<file path="src/rtl/irq_pkg.sv">
// irq_pkg: shared FSM encodings, register offsets and default source count for irq_ctrl
package irq_pkg;
  localparam int NSRC_DEF = 6;
  localparam logic [1:0] S_IDLE    = 2'd0;
  localparam logic [1:0] S_REQ     = 2'd1;
  localparam logic [1:0] S_SERVICE = 2'd2;
  localparam logic [1:0] R_PEND    = 2'd0;
  localparam logic [1:0] R_MASK    = 2'd1;
  localparam logic [1:0] R_STATUS  = 2'd2;
  localparam logic [1:0] R_EOI     = 2'd3;
endpackage

</file>
<file path="src/rtl/irq_prio_sel.sv">
// irq_prio_sel: picks the first set bit of vec_i searching upward (with wrap) from start_i
module irq_prio_sel
  import irq_pkg::*;
#(
  parameter int N = NSRC_DEF
) (
  input  logic [N-1:0] vec_i,
  input  logic [2:0]   start_i,
  output logic         valid_o,
  output logic [2:0]   idx_o
);
  logic [3:0] s;
  // Scan offsets from farthest to nearest so the nearest candidate is written last
  always_comb begin
    valid_o = |vec_i;
    idx_o = '0;
    s = '0;
    for (int k = N - 1; k >= 0; k--) begin
      s = {1'b0, start_i} + 4'(k);
      s = s >= 4'(N) ? s - 4'(N) : s;
      if (vec_i[s[2:0]]) idx_o = s[2:0];
    end
  end
endmodule

</file>
<file path="src/rtl/irq_ctrl.sv">
// irq_ctrl: edge-latched interrupt controller with mask, W1C pending, EOI handshake; IRQ_CTRL_ROTATE_EN enables round-robin priority
module irq_ctrl
  import irq_pkg::*;
#(
  parameter int NSRC = NSRC_DEF
) (
  input  logic            clk,
  input  logic            reset,
  input  logic [NSRC-1:0] src,
  input  logic [1:0]      addr,
  input  logic            we,
  input  logic [31:0]     wdata,
  output logic [31:0]     rdata,
  input  logic            ack,
  output logic            irq,
  output logic [2:0]      irq_id
);
  logic [NSRC-1:0] src_q, pend_q, pend_d, mask_q, mask_d, rise, w1c, id_oh;
  logic [1:0] state_q, state_d;
  logic [2:0] irq_id_q, irq_id_d, win, start;
  logic irq_q, rst_q, win_v, cur_ok, acked, eoi, unused_w;
  assign unused_w = ^wdata[31:NSRC];
  irq_prio_sel #(.N(NSRC)) u_sel (
    .vec_i  (pend_q & mask_q),
    .start_i(start),
    .valid_o(win_v),
    .idx_o  (win)
  );
`ifdef IRQ_CTRL_ROTATE_EN
  logic [2:0] ptr_q;
  // Round-robin pointer: search resumes just past the last acknowledged source
  always_ff @(posedge clk) begin
    if (reset) ptr_q <= '0;
    else if (acked) ptr_q <= irq_id_q == 3'(NSRC - 1) ? 3'd0 : irq_id_q + 3'd1;
  end
  assign start = ptr_q;
`else
  assign start = 3'd0;
`endif
  // Next-state: edges set PEND after software/ack clears so a set always wins
  always_comb begin
    rise = src & ~src_q & {NSRC{~rst_q}};
    w1c = (we && addr == R_PEND) ? wdata[NSRC-1:0] : '0;
    id_oh = {{(NSRC-1){1'b0}}, 1'b1} << irq_id_q;
    cur_ok = pend_q[irq_id_q] & mask_q[irq_id_q];
    acked = state_q == S_REQ && cur_ok && ack;
    eoi = we && addr == R_EOI;
    pend_d = (pend_q & ~w1c & ~(acked ? id_oh : '0)) | rise;
    mask_d = (we && addr == R_MASK) ? wdata[NSRC-1:0] : mask_q;
    state_d = state_q == S_IDLE    ? (win_v ? S_REQ : S_IDLE) :
              state_q == S_REQ     ? (!cur_ok ? S_IDLE : ack ? S_SERVICE : S_REQ) :
              state_q == S_SERVICE ? (eoi ? S_IDLE : S_SERVICE) : S_IDLE;
    irq_id_d = (state_q == S_IDLE && win_v) ? win : irq_id_q;
  end
  // State registers; rst_q hides the first post-reset cycle so a source held through reset is not seen as an edge
  always_ff @(posedge clk) begin
    if (reset) begin
      src_q <= '0;
      pend_q <= '0;
      mask_q <= '0;
      state_q <= S_IDLE;
      irq_id_q <= '0;
      irq_q <= 1'b0;
      rst_q <= 1'b1;
    end else begin
      src_q <= src;
      pend_q <= pend_d;
      mask_q <= mask_d;
      state_q <= state_d;
      irq_id_q <= irq_id_d;
      irq_q <= state_d == S_REQ;
      rst_q <= 1'b0;
    end
  end
  // Register read mux; unused bits and the write-only EOI read as zero
  always_comb begin
    rdata = addr == R_PEND   ? 32'(pend_q) :
            addr == R_MASK   ? 32'(mask_q) :
            addr == R_STATUS ? {27'b0, irq_id_q, state_q} : 32'b0;
  end
  assign irq = irq_q;
  assign irq_id = irq_id_q;
endmodule

</file>
<file path="config.mk">
export PLATFORM = sky130hd
export DESIGN_NAME = irq_ctrl
export DESIGN_NICKNAME = d
export VERILOG_FILES = /design/src/rtl/irq_pkg.sv /design/src/rtl/irq_prio_sel.sv /design/src/rtl/irq_ctrl.sv
export SDC_FILE = /design/constraint.sdc
export NUM_CORES = 1
export LEC_CHECK = 0
export BUFFER_PORTS_ARGS = -buffer_cell sky130_fd_sc_hd__buf_2
export CAP_MARGIN = 20
export CORE_ASPECT_RATIO = 0.9
export CORE_MARGIN = 1
export CORE_UTILIZATION = 44
export DETAILED_ROUTE_END_ITERATION = 6
export GPL_TIMING_DRIVEN = 0
export PLACE_DENSITY = 0.84
export SLEW_MARGIN = 20
export SYNTH_ARGS = -nofsm -noshare
export SYNTH_HDL_FRONTEND = slang
export SYNTH_SLANG_ARGS = --single-unit
</file>
<file path="constraint.sdc">
create_clock -name clk -period 2.07 [get_ports clk]
set_clock_uncertainty 0.2 [all_clocks]
set_input_delay 0.207 -clock clk [delete_from_list [all_inputs] [get_ports clk]]
set_output_delay 0.207 -clock clk [all_outputs]
set_load 0.005 [all_outputs]
</file>
# After elaboration in Yosys (flattened, before gate mapping)
# Cells that the tools add are included.
# classes
n_lt_le_gt_ge	1
eq_ne	6
n_shift	1
mux	23
n_bitwise	11
reduce_logical	9
# op_table
op	n
$and A6 B6 Y6	5
$mux W6	4
$mux W3	6
$not A6 Y6	3
$mux W2	6
$bmux W1 S3	2
$eq A2 B1 Y1 const B	3
$eq A2 B2 Y1 const B	3
$logic_and A1 B1 Y1	6
$or A6 B6 Y6	1
$reduce_or A6 Y1	1
$shl A1 B3 Y6 const A	1
$mux W5	1
$logic_not A2 Y1	2
$lt A3 B4 Y1 const B	1
$mux W1	4
$and A1 B1 Y1	1
$not A1 Y1	1
# totals
register_bits	25
out_inout_bits	36

# Depth between registers and ports, before layout
# depth
ltp_word	9
depth_mapped	5
ltp_nobuf	4

# By module
# Synthesis repeated with hierarchy kept, for this count alone.
# unflattened
cells_unflattened	295
area_unflattened_um2	2347.3
# modules_own_cells
module	instances	cells_per_inst	area_each_um2	seq_area_each_um2
irq_ctrl	1	170	1423.9	500.5
irq_prio_sel	1	125	923.4	0.0

# Worst setup path before layout
# Ideal clock, no wire load.
# synth_timing
path_type	flip-flop to flip-flop
startpoint	register irq_id_q[1], in the netlist irq_id[1]
endpoint	register irq_q, in the netlist irq
setup_time_ns	0.143
t_arrival_ns	1.122
required_ns	1.727
path_slack_ns	0.605
path_stages_with_launch	6
synth_period_minus_slack_ns	1.465
path_cell_list	dfxtp_1 > clkbuf_1 > nand2b_1 > o21ai_0 > nor3_1 > o32ai_1
# synth_via
elab_chain_cells	7
word_cells_on_any_way	9
classes_between	1 x eq/ne; 7 x mux; 1 x bitwise
# synth_lines
element	line	rtl
start: declaration	irq_ctrl.sv:20	logic [2:0] irq_id_q, irq_id_d, win, start;
start signal: assignment	irq_ctrl.sv:70	irq_id_q <= irq_id_d;
$bmux W1 S3	irq_ctrl.sv:45	cur_ok = pend_q[irq_id_q] & mask_q[irq_id_q];
$mux W1 (not written as such)	irq_ctrl.sv:45	
$and A1 B1 Y1 (*)	irq_ctrl.sv:45	
$mux W2 (*) (2 in a row)	irq_ctrl.sv:51	state_q == S_REQ ? (!cur_ok ? S_IDLE : ack ? S_SERVICE : S_REQ) :
$mux W2 (*)	irq_ctrl.sv:50	state_d = state_q == S_IDLE ? (win_v ? S_REQ : S_IDLE) :
$eq A2 B1 Y1 (*)	irq_ctrl.sv:71	irq_q <= state_d == S_REQ;
end signal: assignment	irq_ctrl.sv:63	irq_q <= 1'b0;
end signal: assignment	irq_ctrl.sv:71	
end: declaration	irq_ctrl.sv:21	logic irq_q, rst_q, win_v, cur_ok, acked, eoi, unused_w;
# Mark *: on every way between the ends. The rest lies on a longest branch, timed or not. The select of a mux whose other input is x is not followed.
# A chain may end at the register's enable or synchronous reset.

# Worst setup path in the final report
# layout_timing
startpoint	input reset
endpoint	register state_q[0]
# layout_rtl
element	line	rtl
start: declaration	irq_ctrl.sv:8	input logic reset,
end signal: assignment	irq_ctrl.sv:69	state_q <= state_d;
end: declaration	irq_ctrl.sv:19	logic [1:0] state_q, state_d;
# No word-level cell between the ends.

==> reports/qor.csv <==
metric;value;unit
status;complete, no violations;
numCtsBuffers;3;
final_net_count;279;
end_kind;flop;
synthCells;167;
required;2.05;ns
fin_cells;276;
drc;0;
antenna_found_initial;0;
grt_max_degree;15;
die_width;62.3;um
cp-start-kind;input port;
finalWirelength;3.38;mm
regToRegSetupSlack;0.27;ns
yosys-top-cells-area;dfxtp_1 (35%), buf_4 (14%), mux2i_1 (8.3%);
rsz0062_at_grt;false;
slew_headroom;0.433;
synth-compound-area-share;0.169;
synthMuxAreaShare;0.0834;
initial_core_util;0.466;
drt-initial-drc-count;102;
io_pins;80;
vias;1355;
dp_hpwl;2.40;mm
ys_ff_latch;25;
drtPass1Iterations;4;
worstSetupPathType;in -> reg;
dp.cells;259;
grt_use_total;0.199;
yosysWarnings;0;
synth.top_cell.area_share;0.348;
use_met1;0.274;
fp.coreArea;0.00309;sq mm
synth-simple-area-share;0.235;
worst_pin_slew;0.848;ns
p_leak;0.870;nW
cp.arrival;1.94;ns
yosysTopAreaCell;dfxtp_1;
ys_types;38;
rr_worst_depth;3;
grt_pass1_wl;5.60;mm
synth_top_family_by_area;simple AND/OR/NAND/NOR gates;
post_cts_buffers;0;
portBuffers;25;
dieArea;0.00351;sq mm
via_per_inst;4.91;
grt_pass1_vias;1163;
grt_most_used_layer;met2;
synth_xor_area_frac;0;
power_density;491;mW/mm^2
timing.rr.end;irq$_SDFF_PP0_;
synth_area_per_cell;8.62;sq um
gp_congestion;0.860;
gr-total-overflow;0;
cap_viol_max_count;0;
clk_latency;0.32;ns
cts.sinks;25;
fin_crit_sh;0.947;
setup_viol;0;
antenna_left;0;
synth_fa_ha_area_frac;0;
htree_levels;1;
cts.reportedPaths.clkPinSlew;0.14;ns
use_met2;0.334;
r2r-start;pend_q[4]$_SDFF_PP0_;
slew_violations;0;
cts-root-buf;clkbuf_4;
endpoint;state_q[0]$_SDFF_PP0_;
syn_area;0.00144;sq mm
clock_path_buffers;2;
wl_per_cell;12.2;um
fin_crit;1.96;ns
max_freq;0.510;GHz
timing.setup.tns;0;ns
vdd_drop_max;0.000340;V
nFillCells;289;
die_h;56.3;um
startpoint;reset;
hold_violations;0;
seq_area_frac_synth;0.348;
tritoncts;yes;
use_met3;0.0366;
diodes;0;
cp_max_fo;10;
drive_gt1_frac;0.261;
rows;19;
area_growth_syn_to_layout;29.9;%
hp-class;in -> reg;
registers in the layout, indices dropped and copies added (netlist names):
register  flops
pend_q        6
src_q         6
irq_id        3
irq           1
mask_q        6
state_q       2
rst_q         1
cell type report:
cell class	count	area [sq um]	share of cell area
inverters	2	7.51	0.00401
multi-input cells	133	800	0.427
well taps	42	52.6	0.0281
clock inverters	1	5.00	0.00268
clock buffers	3	22.5	0.0120
flip-flops and latches	25	500	0.268
plain buffers	32	228	0.122
repair buffers	38	255	0.136
power breakdown:
part	internal [W]	switching (W)
sequential	0.000503	0.0000227
clock	0.0000724	0.000148
combinational	0.0000979	0.0000741
total	0.000673	0.000245
critical path, stage by stage:
cell	delay, ns
dlygate4sd3_1	0.52
buf_2	0.19
clkbuf_1	0.39
buf_1	0.48
o32ai_1	0.15
through the flow:
step	utilization	power (W)	hold slack [ns]	setup WS [ns]	area (sq um)
finish	0.605	0.000918	0.0332	0.110	1870
global route	0.605	0.000961	0.0410	0.0597	1870
CTS	0.605	0.000918	0.0311	0.166	1870
detailed placement	0.554	0.000685	0.235	0.246	1710
global placement	0.554	0.000682	0.240	0.253	1710
floorplan	-	0.000641	0.0347	0.605	1530
timing repair:
item,CTS,global route
hold buffers,13,0
endpoints found under the hold margin,15,0
resized for setup,0,2
setup endpoints to repair,0,1
cells in the final DEF (no fill, tap or decap), types with 2 or more instances in the layout:
cell / n
buf_4: 26
o31ai_1: 3
nand2b_1: 5
conb_1: 26
nor2b_1: 7
buf_2: 26
nand4_1: 2
nor2_1: 15
nor3_1: 3
a21oi_1: 8
o32ai_1: 2
a22oi_1: 2
clkbuf_1: 2
mux2i_1: 12
nand2_1: 11
dfxtp_1: 25
dlygate4sd3_1: 13
nand4b_1: 5
a22o_1: 6
o21a_1: 2
nand3b_1: 3
o21ai_0: 8
clkbuf_4: 3
cell usage after synthesis (all sizes together):
cell type,instances
mux2i,12
nand2b,5
nor2,15
dfxtp,25
nand4bb,1
nor3b,1
and3,1
a21oi,8
a22o,6
nand3,1
o31ai,3
o21ai,8
inv,2
o2bb2ai,1
o32ai,2
buf,29
o21a,2
conb,1
and2,1
or4,1
nor4b,2
nor3,3
a211oi,1
nand4,2
nand4b,5
a221o,1
a32oi,1
clkbuf,3
nor2b,7
nand2,11
a31oi,1
nand3b,3
a22oi,2
routing by layer:
metal | up-vias | share of wire
met5 | - | 0
li1 | 681 | -
met4 | 0 | 0.0039
met1 | 607 | 0.44
met3 | 2 | 0.084
met2 | 65 | 0.47
kinds of logic after synthesis:
family | after synthesis
simple gates | 59
compound gates | 36
buf+inv | 34
flops | 25
mux | 12
other cells | 1
worst min path at each step:
stage / from / cells past startpoint / to / slack [ns]
after global routing: ack / 3 / state_q[0]$_SDFF_PP0_ / 0.04
after global placement: reset / 1 / rst_q$_DFF_P_ / 0.24
after CTS: ack / 3 / state_q[0]$_SDFF_PP0_ / 0.03
after detailed placement: reset / 1 / rst_q$_DFF_P_ / 0.23
after floorplan: reset / 0 / rst_q$_DFF_P_ / 0.03
final: ack / 3 / state_q[0]$_SDFF_PP0_ / 0.03
Power figures use the tool's default switching activity.
